### config.mk
export PLATFORM = sky130hd
export DESIGN_NAME = mem_port_arbiter_flat
export DESIGN_NICKNAME = d
export VERILOG_FILES = /design/src/rtl/mem_port_arbiter_if.sv /design/src/rtl/mem_port_arbiter.sv /design/src/flat_wrapper.sv
export SDC_FILE = /design/constraint.sdc
export NUM_CORES = 1
export LEC_CHECK = 0
export ABC_CLOCK_PERIOD_IN_PS = 2000
export BUFFER_PORTS_ARGS = -buffer_cell sky130_fd_sc_hd__buf_4
export CAP_MARGIN = 20
export CORE_MARGIN = 4
export CORE_UTILIZATION = 30
export CTS_CLUSTER_SIZE = 24
export DETAILED_ROUTE_END_ITERATION = 6
export HOLD_SLACK_MARGIN = 0.03
export SLEW_MARGIN = 30
export SYNTH_ARGS = -nofsm -noshare
export SYNTH_HDL_FRONTEND = slang
export SYNTH_SLANG_ARGS = --single-unit
### constraint.sdc
create_clock -name clk -period 2 [get_ports clk]
set_input_delay 0.5 -clock clk [delete_from_list [all_inputs] [get_ports clk]]
set_output_delay 0.5 -clock clk [all_outputs]
set_load 0.02 [all_outputs]
### src/rtl/mem_port_arbiter_if.sv
// Bus bundle between the two CPU requesters, the arbiter and the downstream memory port.
// slave  : the arbiter's view (consumes requests and memory responses).
// master : the surrounding environment's view (CPU ports plus memory model).
interface mem_port_arbiter_if;
    logic        inst_req;
    logic        inst_wr;
    logic [1:0]  inst_size;
    logic [31:0] inst_addr;
    logic [31:0] inst_wdata;
    logic        inst_addr_ok;
    logic        inst_data_ok;

    logic        data_req;
    logic        data_wr;
    logic [1:0]  data_size;
    logic [31:0] data_addr;
    logic [31:0] data_wdata;
    logic        data_addr_ok;
    logic        data_data_ok;

    logic [31:0] cpu_rdata;

    logic        mem_req;
    logic        mem_wr;
    logic [1:0]  mem_size;
    logic [31:0] mem_addr;
    logic [31:0] mem_wdata;
    logic        mem_addr_ok;
    logic        mem_data_ok;
    logic [31:0] mem_rdata;

    modport slave (
        input  inst_req, inst_wr, inst_size, inst_addr, inst_wdata,
        input  data_req, data_wr, data_size, data_addr, data_wdata,
        output inst_addr_ok, inst_data_ok, data_addr_ok, data_data_ok, cpu_rdata,
        output mem_req, mem_wr, mem_size, mem_addr, mem_wdata,
        input  mem_addr_ok, mem_data_ok, mem_rdata
    );

    modport master (
        output inst_req, inst_wr, inst_size, inst_addr, inst_wdata,
        output data_req, data_wr, data_size, data_addr, data_wdata,
        input  inst_addr_ok, inst_data_ok, data_addr_ok, data_data_ok, cpu_rdata,
        input  mem_req, mem_wr, mem_size, mem_addr, mem_wdata,
        output mem_addr_ok, mem_data_ok, mem_rdata
    );
endinterface

### src/rtl/mem_port_arbiter.sv
// Two-port (inst/data) to single memory port arbiter, one transaction outstanding.
// Optional macro ARB_ROUND_ROBIN_EN: contested grants alternate between ports;
// when undefined, contested grants always go to the data port.
module mem_port_arbiter (
    input  logic                  clk,
    input  logic                  resetn,
    mem_port_arbiter_if.slave     bus
);

    typedef enum logic [1:0] {IDLE, ADDR, DATA} state_t;

    state_t      state;
    state_t      state_nxt;

    logic        grant_data;
    logic        lat_wr;
    logic [1:0]  lat_size;
    logic [31:0] lat_addr;
    logic [31:0] lat_wdata;

    logic        pick_data;
    logic        accept;
    logic        done;

`ifdef ARB_ROUND_ROBIN_EN
    logic        last_data;

    // Contested requests go to the port that did not win last time.
    always_comb begin
        pick_data = bus.data_req;
        if (bus.data_req && bus.inst_req)
            pick_data = ~last_data;
    end

    // Remember which port won the most recent grant; resets to inst.
    always_ff @(posedge clk or negedge resetn) begin
        if (!resetn)
            last_data <= 1'b0;
        else if (accept)
            last_data <= pick_data;
    end
`else
    // Fixed priority: data port wins whenever it requests.
    always_comb begin
        pick_data = bus.data_req;
    end
`endif

    // Accept is suppressed while reset is held so no addr_ok leaks out during reset.
    assign accept = (state == IDLE) && resetn && (bus.inst_req || bus.data_req);
    assign done   = (state == DATA) && bus.mem_data_ok;

    // State register.
    always_ff @(posedge clk or negedge resetn) begin
        if (!resetn)
            state <= IDLE;
        else
            state <= state_nxt;
    end

    // Next-state logic; stray memory handshakes outside their phase are ignored.
    always_comb begin
        state_nxt = state;
        unique case (state)
            IDLE:    if (accept)          state_nxt = ADDR;
            ADDR:    if (bus.mem_addr_ok) state_nxt = DATA;
            DATA:    if (bus.mem_data_ok) state_nxt = IDLE;
            default:                      state_nxt = IDLE;
        endcase
    end

    // Capture the granted port and its request fields at accept time.
    always_ff @(posedge clk or negedge resetn) begin
        if (!resetn) begin
            grant_data <= 1'b0;
            lat_wr     <= 1'b0;
            lat_size   <= '0;
            lat_addr   <= '0;
            lat_wdata  <= '0;
        end else if (accept) begin
            grant_data <= pick_data;
            if (pick_data) begin
                lat_wr    <= bus.data_wr;
                lat_size  <= bus.data_size;
                lat_addr  <= bus.data_addr;
                lat_wdata <= bus.data_wdata;
            end else begin
                lat_wr    <= bus.inst_wr;
                lat_size  <= bus.inst_size;
                lat_addr  <= bus.inst_addr;
                lat_wdata <= bus.inst_wdata;
            end
        end
    end

    // Output decode: accept/complete pulses and the downstream request.
    always_comb begin
        bus.inst_addr_ok = accept && !pick_data;
        bus.data_addr_ok = accept &&  pick_data;
        bus.inst_data_ok = done   && !grant_data;
        bus.data_data_ok = done   &&  grant_data;
        bus.cpu_rdata    = done ? bus.mem_rdata : '0;
        bus.mem_req      = (state == ADDR);
        bus.mem_wr       = lat_wr;
        bus.mem_size     = lat_size;
        bus.mem_addr     = lat_addr;
        bus.mem_wdata    = lat_wdata;
    end

endmodule

### src/flat_wrapper.sv
// flat-port wrapper written by rule: the top's interface ports become plain ports
module mem_port_arbiter_flat 
  (clk, resetn, bus_inst_req, bus_inst_wr, bus_inst_size, bus_inst_addr, bus_inst_wdata, bus_data_req, bus_data_wr, bus_data_size, bus_data_addr, bus_data_wdata, bus_inst_addr_ok, bus_inst_data_ok, bus_data_addr_ok, bus_data_data_ok, bus_cpu_rdata, bus_mem_req, bus_mem_wr, bus_mem_size, bus_mem_addr, bus_mem_wdata, bus_mem_addr_ok, bus_mem_data_ok, bus_mem_rdata);
  mem_port_arbiter_if bus_i ();
  input  logic clk;
  input  logic resetn;
  input wire logic [$bits(bus_i.inst_req)-1:0] bus_inst_req;
  input wire logic [$bits(bus_i.inst_wr)-1:0] bus_inst_wr;
  input wire logic [$bits(bus_i.inst_size)-1:0] bus_inst_size;
  input wire logic [$bits(bus_i.inst_addr)-1:0] bus_inst_addr;
  input wire logic [$bits(bus_i.inst_wdata)-1:0] bus_inst_wdata;
  input wire logic [$bits(bus_i.data_req)-1:0] bus_data_req;
  input wire logic [$bits(bus_i.data_wr)-1:0] bus_data_wr;
  input wire logic [$bits(bus_i.data_size)-1:0] bus_data_size;
  input wire logic [$bits(bus_i.data_addr)-1:0] bus_data_addr;
  input wire logic [$bits(bus_i.data_wdata)-1:0] bus_data_wdata;
  output wire logic [$bits(bus_i.inst_addr_ok)-1:0] bus_inst_addr_ok;
  output wire logic [$bits(bus_i.inst_data_ok)-1:0] bus_inst_data_ok;
  output wire logic [$bits(bus_i.data_addr_ok)-1:0] bus_data_addr_ok;
  output wire logic [$bits(bus_i.data_data_ok)-1:0] bus_data_data_ok;
  output wire logic [$bits(bus_i.cpu_rdata)-1:0] bus_cpu_rdata;
  output wire logic [$bits(bus_i.mem_req)-1:0] bus_mem_req;
  output wire logic [$bits(bus_i.mem_wr)-1:0] bus_mem_wr;
  output wire logic [$bits(bus_i.mem_size)-1:0] bus_mem_size;
  output wire logic [$bits(bus_i.mem_addr)-1:0] bus_mem_addr;
  output wire logic [$bits(bus_i.mem_wdata)-1:0] bus_mem_wdata;
  input wire logic [$bits(bus_i.mem_addr_ok)-1:0] bus_mem_addr_ok;
  input wire logic [$bits(bus_i.mem_data_ok)-1:0] bus_mem_data_ok;
  input wire logic [$bits(bus_i.mem_rdata)-1:0] bus_mem_rdata;
  assign bus_i.inst_req = bus_inst_req;
  assign bus_i.inst_wr = bus_inst_wr;
  assign bus_i.inst_size = bus_inst_size;
  assign bus_i.inst_addr = bus_inst_addr;
  assign bus_i.inst_wdata = bus_inst_wdata;
  assign bus_i.data_req = bus_data_req;
  assign bus_i.data_wr = bus_data_wr;
  assign bus_i.data_size = bus_data_size;
  assign bus_i.data_addr = bus_data_addr;
  assign bus_i.data_wdata = bus_data_wdata;
  assign bus_inst_addr_ok = bus_i.inst_addr_ok;
  assign bus_inst_data_ok = bus_i.inst_data_ok;
  assign bus_data_addr_ok = bus_i.data_addr_ok;
  assign bus_data_data_ok = bus_i.data_data_ok;
  assign bus_cpu_rdata = bus_i.cpu_rdata;
  assign bus_mem_req = bus_i.mem_req;
  assign bus_mem_wr = bus_i.mem_wr;
  assign bus_mem_size = bus_i.mem_size;
  assign bus_mem_addr = bus_i.mem_addr;
  assign bus_mem_wdata = bus_i.mem_wdata;
  assign bus_i.mem_addr_ok = bus_mem_addr_ok;
  assign bus_i.mem_data_ok = bus_mem_data_ok;
  assign bus_i.mem_rdata = bus_mem_rdata;
  mem_port_arbiter u_core (.clk(clk), .resetn(resetn), .bus(bus_i));
endmodule
* After elaboration in Yosys (flattened, before gate mapping)
Cells that the tools add are included.
** Storage, ports and cells
- Register bits :: 70
- Input port bits :: 172
- Output and inout bits :: 104
- Logic and storage cells :: 32
** Operators by class
- Equal/unequal tests :: 5
- Muxes and demuxes :: 9
- Reduce and logical (&&, ||, !) cells :: 12
** Operators by type and width (number)
- 2-to-1 mux 32 bit :: 3
- 2-to-1 mux 2 bit :: 4
- logical AND 1 bit :: 7
- one-hot mux 2 bit (3 select lines) :: 1
- inequality test 2 x 1 -> 1 bit (second input constant) :: 2
- AND reduction 3 bit :: 1
- == test 2 x 1 -> 1 bit (second input constant) :: 1
- == test 2 bit (second input constant) :: 1
- logical NOT 1 bit :: 2
- logical NOT 2 bit :: 1
- inequality test 2 bit (second input constant) :: 1
- logical OR 1 bit :: 1
- 2-to-1 mux 1 bit :: 1

* Logic depth before layout (Yosys ltp)
Gate-level depths: netlist of the first run.
- Depth after elaboration :: 5
- Gate-level depth with buffers :: 6
- Depth with buffers taken out :: 3

* Worst setup path after synthesis of the first run
No wires, ideal clock.
- Path type :: input port to output port
- Start point :: input port bus_data_req
- End point :: output port bus_data_addr_ok
- Data arrival time :: 1.589 ns
- Data required time :: 1.500 ns
- Path slack :: -0.089 ns
- Stages on the path :: 6
- Path buffers :: 3
- Path through :: buf_4 -> o21ai_2 -> or3_1 -> buf_6 -> buf_12 -> nor2_1
** Between the ends
- Cells in the longest elaborated chain, start to end :: 3
** Ends and longest elaborated chain
- start, declared :: RTL line flat_wrapper.sv:12 : input wire logic [$bits(bus_i.data_req)-1:0] bus_data_req;
- logical OR 1 bit :: RTL line mem_port_arbiter.sv:50 : assign accept = (state == IDLE) && resetn && (bus.inst_req || bus.data_req);
- logical AND 1 bit :: RTL line mem_port_arbiter.sv:50
- logical AND 1 bit * :: RTL line mem_port_arbiter.sv:99 : bus.data_addr_ok = accept && pick_data;
- end, declared :: RTL line flat_wrapper.sv:19 : output wire logic [$bits(bus_i.data_addr_ok)-1:0] bus_data_addr_ok;
Mark *: on every way between the ends. The rest lies on a longest branch, timed or not.

* Final worst setup path of the first run
- Start point :: register u_core.state[1]
- End point :: output port bus_data_addr_ok
** Between the ends
- Cells in the longest elaborated chain, start to end :: 4
** Ends and longest elaborated chain
- start, declared :: RTL line mem_port_arbiter.sv:12 : state_t state;
- start signal, assigned :: RTL line mem_port_arbiter.sv:58 : state <= state_nxt;
- logical NOT 2 bit :: RTL line mem_port_arbiter.sv:50
- logical AND 1 bit (2 in a row) :: RTL line mem_port_arbiter.sv:50
- logical AND 1 bit :: RTL line mem_port_arbiter.sv:99
Every way passes these cells.

==> results of run 1 <==
metal layers:
metal  track usage [%]  vias to the layer above  part of all wire, %
met3              5.40                        8                   11
li1                  -                     1496                    -
met5                 0                        -                    0
met1              15.6                     1427                   35
met2              25.5                      159                   52
met4              4.15                        0                 0.97
critical path, delay by kind of cell (launching register included):
family        cells  cell delay, ps
buf+inv           1             150
simple gates      2             550
flops             1             430
cells in the final DEF, fill, tap and decap left out, drive strengths merged, types with 2 or more instances in the layout:
master | netlist | routed
dfrtp | 70 | 70
mux2 | 136 | 136
clkinvlp | 0 | 2
clkinv | 0 | 3
clkbuf | 5 | 10
nor2 | 4 | 4
nand2 | 2 | 2
and2 | 33 | 33
o21ai | 2 | 2
inv | 1 | 2
buf | 14 | 283
registers in the layout (all words and copies together), names as in the netlist:
register              flops
u_core.bus.mem_addr      32
u_core.bus.mem_size       2
u_core.bus.mem_wdata     32
u_core.bus.mem_wr         1
u_core.grant_data         1
u_core.state              2
what timing repair did:
| action | CTS | global route |
|---|---|---|
| pin swaps | 0 | 2 |
| resized for setup | 0 | 6 |
| setup endpoints to repair | 2 | 34 |
| cloned | 0 | 1 |
| setup buffers | 1 | 1 |
final cells by class:
cell class                 count  share of cell area [%]
timing repair buffer         284                    33.6
multi-input combinational    181                    31.7
tap                          172                    3.29
sequential                    70                    26.8
inverter                       1                  0.0574
clock buffer                   9                    3.44
clock inverter                 7                    1.11
cell families (layout without fill, tap and decap cells):
logic type	Yosys count	in the layout	synth area share (%)
AOI/OAI and AO/OA	2	2	0.343
and+or+nand+nor	43	43	6.30
muxes	136	136	44.5
DFF	70	70	43.7
buffers and inverters	20	301	5.15
worst max path at each step:
stage / endpoint / start / cells past startpoint / slack (ps)
6_report: bus_data_addr_ok / u_core.state[1] / 3 / 50
5_1_grt: bus_cpu_rdata[17] / u_core.state[1] / 5 / -4
4_1_cts: bus_cpu_rdata[27] / u_core.state[1] / 5 / 6
3_5_place_dp: bus_inst_addr_ok / resetn / 5 / 170
3_3_place_gp: bus_inst_addr_ok / resetn / 5 / 170
2_1_floorplan: bus_data_addr_ok / bus_data_req / 6 / -90
power by group through the flow:
stage / Clock (uW) / Combinational [uW] / Sequential [uW]
global placement: 0 / 3690 / 2410
floorplan: 0 / 1410 / 3150
finish: 1560 / 3690 / 2410
detailed placement: 0 / 3710 / 2410
global route: 1670 / 3890 / 2500
CTS: 1610 / 3730 / 2420
per-stage QoR:
stage	hold slack [ps]	setup WS [ps]	setup TNS, ps	utilization, %	total power [uW]
after floorplan	204	-89.4	-179	-	4560
after global placement	493	173	0	48.1	6100
after detailed placement	495	170	0	48.1	6120
after CTS	281	6.31	0	50.4	7760
after global routing	313	-3.93	-11.1	50.8	8060
final	261	47.9	0	50.8	7660
==> flow_summary_export.csv, run 1 <==
group,metric,value,unit
worst_hold_path,hold_path_class,"input pin to asynchronous set/reset pin",
synthesis,avgSynthCellArea,14.8,um^2
clocking,cts.path.max_buffers,2,
global_route,antenna_found_initial,0,
clocking,htree_levels,3,
synthesis,synth_top_area_share,43.7,%
worst_setup_path,r2r_start,"u_core.state[1]",
cells_and_area,stdcell_count,724,
synthesis,yosysTopAreaCell,"dfrtp_1",
worst_setup_path,r2r_slack,320,ps
synthesis,yosysSeqAreaShare,43.7,%
sta,max_clock_freq,512,MHz
floorplan,die_w,124,um
floorplan,die_h,124,um
placed_design,portBuffers,275,
job,drv_cap,0,
run_status,status,"completed",
floorplan,start_util,31.2,%
global_route,grt_use_total,14.2,%
worst_setup_path,cp.required,1500,ps
worst_setup_path,rr_worst_depth,4,
floorplan,ioPinCount,276,
global_route,grt_pass1_wl,16.7,mm
worst_setup_path,crit_type,"flop to output pin",
synthesis,yosys.cell_types.count,18,
sta,clock_skew,6.63,ps
sta,finalMaxSlewViolations,0,
global_route,grt-ovfl-total,0,
synthesis,synth_most_common_cell,"dfrtp_1",
routing,routed_wl,11.5,mm
pwr,ir_worst_vdd,0.409,mV
floorplan,dieArea,15300,um^2
cells_and_area,seq_area,1750,um^2
synthesis,synth_nets,443,
synthesis,postSynthCellCount,271,
cells_and_area,fillers,1168,
worst_setup_path,worstReg2RegEnd,"u_core.bus.mem_wdata[6]",
placed_design,gp_congestion,0.774,
synthesis,synth_warnings,0,
synthesis,synth.top_cells.by_count,"dfrtp_1, mux2_2, mux2_4",
cells_and_area,area_growth,63.1,%
worst_setup_path,crit_path_max_fanout,5,
pwr,seqPwrFrac,31.5,%
clocking,cts_root_buffer,"clkbuf_16",
pwr,p_sw_share,33.8,%
placed_design,dpl.hpwl,9.01,mm
placed_design,dp_cells,705,
floorplan,row_count,41,
synthesis,yosys-top-cells-area,"dfrtp_1, mux2_4, mux2_2",
synthesis,syn_area,4010,um^2
routing,wl_per_cell,15.9,um
cells_and_area,nNetsFinal,719,
cells_and_area,n_antenna_cell,0,
sta,finalSetupViolCount,0,
pwr,p_switching,2590,uW
clocking,cts_buffers,9,
routing,first_pass_iters,4,
routing,ant_nets,0,
worst_setup_path,cp_slowest_cell,"or3_4",
clocking,clock-sinks,70,
worst_setup_path,cp-start-kind,"flop",
worst_setup_path,worstSetupEndpointType,"output pin",
worst_setup_path,worstPathCellList,"or3_4 > nor2_1 > buf_4",
cells_and_area,multi_input_area,2070,um^2
sta,worst_pin_slew,454,ps
placed_design,placed_cell_area,6190,um^2
pwr,p_leak,0.00338,uW
synthesis,synthFlopType,"dfrtp_1",
pwr,cellInternalPower,5070,uW
routing,num_vias,3090,
routing,vias_per_cell,4.27,
sta,hold_viol,0,
worst_setup_path,arrival,1450,ps
cells_and_area,drive_gt1_share,80.3,%
pwr,power.share.combinational,48.1,%
pwr,clockPowerShare,20.4,%
routing,dr.first_iter.drc_count,58,
synthesis,synth-edff-count,0,
floorplan,core,12900,um^2
pwr,powerDensity,1170,nW/um^2
cells_and_area,final_area,6540,um^2
global_route,grt_max_degree,71,
clocking,clk_pin_slew,60,ps
worst_setup_path,worst_path_largest_cell_delay,440,ps
clocking,hold_buffers,0,
sta,max_slew_margin,69.7,%
global_route,grt_pass1_vias,3275,
clocking,clk-insertion-delay-late,320,ps
synthesis,synth_seq_cells,70,
sta,period_share,97.6,%
clocking,cts_tree,"done",
routing,drc,0,
sta,finalCriticalPeriod,1950,ps
synthesis,synthArstFlopShare,100,%
(Power assumes the default switching activity.)
==> run 2: changes to the inputs <==
--- a/config.mk
+++ b/config.mk
@@ -12,7 +12,9 @@
 export CORE_UTILIZATION = 30
 export CTS_CLUSTER_SIZE = 24
 export DETAILED_ROUTE_END_ITERATION = 6
+export GPL_TIMING_DRIVEN = 0
 export HOLD_SLACK_MARGIN = 0.03
+export SKIP_CTS_REPAIR_TIMING = 1
 export SLEW_MARGIN = 30
 export SYNTH_ARGS = -nofsm -noshare
 export SYNTH_HDL_FRONTEND = slang
==> flow_summary_export.csv, run 2 (synthesis results as in run 1) <==
group,metric,value,unit
routing,first_pass_iters,4,
floorplan,core,12900,um^2
placed_design,portBuffers,274,
sta,clock_skew,8.46,ps
global_route,antenna_found_initial,0,
sta,period_share,100,%
routing,ant_nets,0,
clocking,cts_buffers,9,
routing,dr.first_iter.drc_count,75,
sta,hold_viol,0,
sta,worst_pin_slew,868,ps
sta,finalSetupViolCount,1,
cells_and_area,final_area,6900,um^2
placed_design,gp_congestion,0.782,
cells_and_area,area_growth,72.1,%
worst_setup_path,arrival,1510,ps
global_route,grt-ovfl-total,0,
cells_and_area,seq_area,1750,um^2
clocking,htree_levels,3,
clocking,cts_tree,"done",
routing,routed_wl,12.5,mm
global_route,grt_pass1_wl,17.1,mm
worst_setup_path,crit_path_max_fanout,5,
worst_setup_path,cp-start-kind,"flop",
floorplan,dieArea,15300,um^2
global_route,grt_max_degree,72,
floorplan,die_w,124,um
global_route,grt_use_total,14.5,%
cells_and_area,multi_input_area,2110,um^2
worst_setup_path,crit_type,"flop to output pin",
worst_setup_path,cp_slowest_cell,"dfrtp_1",
placed_design,placed_cell_area,6280,um^2
floorplan,ioPinCount,276,
sta,setup_ws,-6.66,ps
sta,finalCriticalPeriod,2010,ps
sta,rsz0062_at_grt,"true",
run_status,status,"finished with violations",
sta,max_slew_margin,41.9,%
worst_setup_path,cp.required,1500,ps
worst_setup_path,r2r_slack,240,ps
cells_and_area,nNetsFinal,747,
run_status,violations,"setup timing",
worst_hold_path,hold_path_class,"input pin to asynchronous set/reset pin",
global_route,gr-usage-met1,16.1,%
floorplan,start_util,31.2,%
sta,max_clock_freq,498,MHz
pwr,powerDensity,1120,nW/um^2
cells_and_area,layout_commonest_cell,"buf_4",
sta,fin_tns_setup,-6.66,ps
global_route,grt_use_met3,4.50,%
global_route,grt_pass1_vias,3403,
cells_and_area,n_antenna_cell,0,
routing,drc,0,
job,drv_cap,0,
clocking,cts.path.max_buffers,2,
worst_setup_path,worst_path_largest_cell_delay,410,ps
worst_setup_path,worstPathCellList,"nand2_2 > nor2_4 > buf_2 > and2_1 > buf_4",
cells_and_area,final_cell_mix,"buf_4, dfrtp_1, mux2_2, mux2_4, and2_1",
routing,wl_per_cell,16.7,um
floorplan,row_count,41,
cells_and_area,drive_gt1_share,82.2,%
clocking,cts_root_buffer,"clkbuf_16",
routing,num_vias,3263,
sta,fin_hold_ws,38.1,ps
global_route,grt_busiest_layer,"met2",
clocking,clk-insertion-delay-late,320,ps
global_route,use_met2,26.1,%
floorplan,die_h,124,um
worst_setup_path,rr_worst_depth,6,
clocking,clock-sinks,70,
worst_setup_path,worstSetupEndpointType,"output pin",
cells_and_area,fillers,1125,
pwr,ir_worst_vdd,0.433,mV
worst_setup_path,r2r_start,"u_core.state[1]",
placed_design,dpl.hpwl,9.31,mm
clocking,clk_pin_slew,60,ps
routing,vias_per_cell,4.34,
pwr,p_leak,0.00357,uW
worst_setup_path,worstReg2RegEnd,"u_core.bus.mem_addr[30]",
sta,finalMaxSlewViolations,0,
## run 2: worst max-delay path by stage
stage                        end             from  slack [ps]
2_1_floorplan   bus_data_addr_ok     bus_data_req         -90
3_3_place_gp    bus_data_addr_ok           resetn        -810
3_5_place_dp    bus_inst_addr_ok           resetn        -830
4_1_cts         bus_inst_addr_ok           resetn        -820
5_1_grt        bus_cpu_rdata[17]  u_core.state[1]        -110
6_report       bus_cpu_rdata[17]  u_core.state[1]          -7
## run 2: through the flow
step           setup slack, ps  utilization [%]  cells  power, uW
6_report                 -6.66             53.6    752       7750
5_1_grt                   -106             53.6    752       8160
4_1_cts                   -825             50.9    733       7710
3_5_place_dp              -826             48.8    717       6190
3_3_place_gp              -812             48.8    717       6160
2_1_floorplan            -89.4                -    271       4560
## run 2: report_power, final
group,internal (uW),switching (uW),leakage [uW],total (uW)
Clock,848,608,0.000133,1460
Combinational,2200,1680,0.00262,3880
Sequential,2040,371,0.000818,2420
Total,5090,2660,0.00357,7750
## run 2: final cells by class
type	instances	share of cell area, %
tap	172	3.12
clock buffer	10	3.32
buffer	18	3.17
multi-input combinational	182	30.6
timing repair buffer	293	33.6
clock inverter	6	0.689
sequential	70	25.4
inverter	1	0.0544
## run 2: routing by layer
metal | up-vias | share of wire, %
met5 | - | 0
met4 | 0 | 1.5
met2 | 167 | 52
met1 | 1524 | 36
met3 | 14 | 10
li1 | 1558 | -
## run 2: worst max-delay path, delay by kind of cell, from the launching register on
kind	cells	cell delay (ps)
flip-flops	1	410
AND/OR/NAND/NOR	3	450
buffers and inverters	2	320
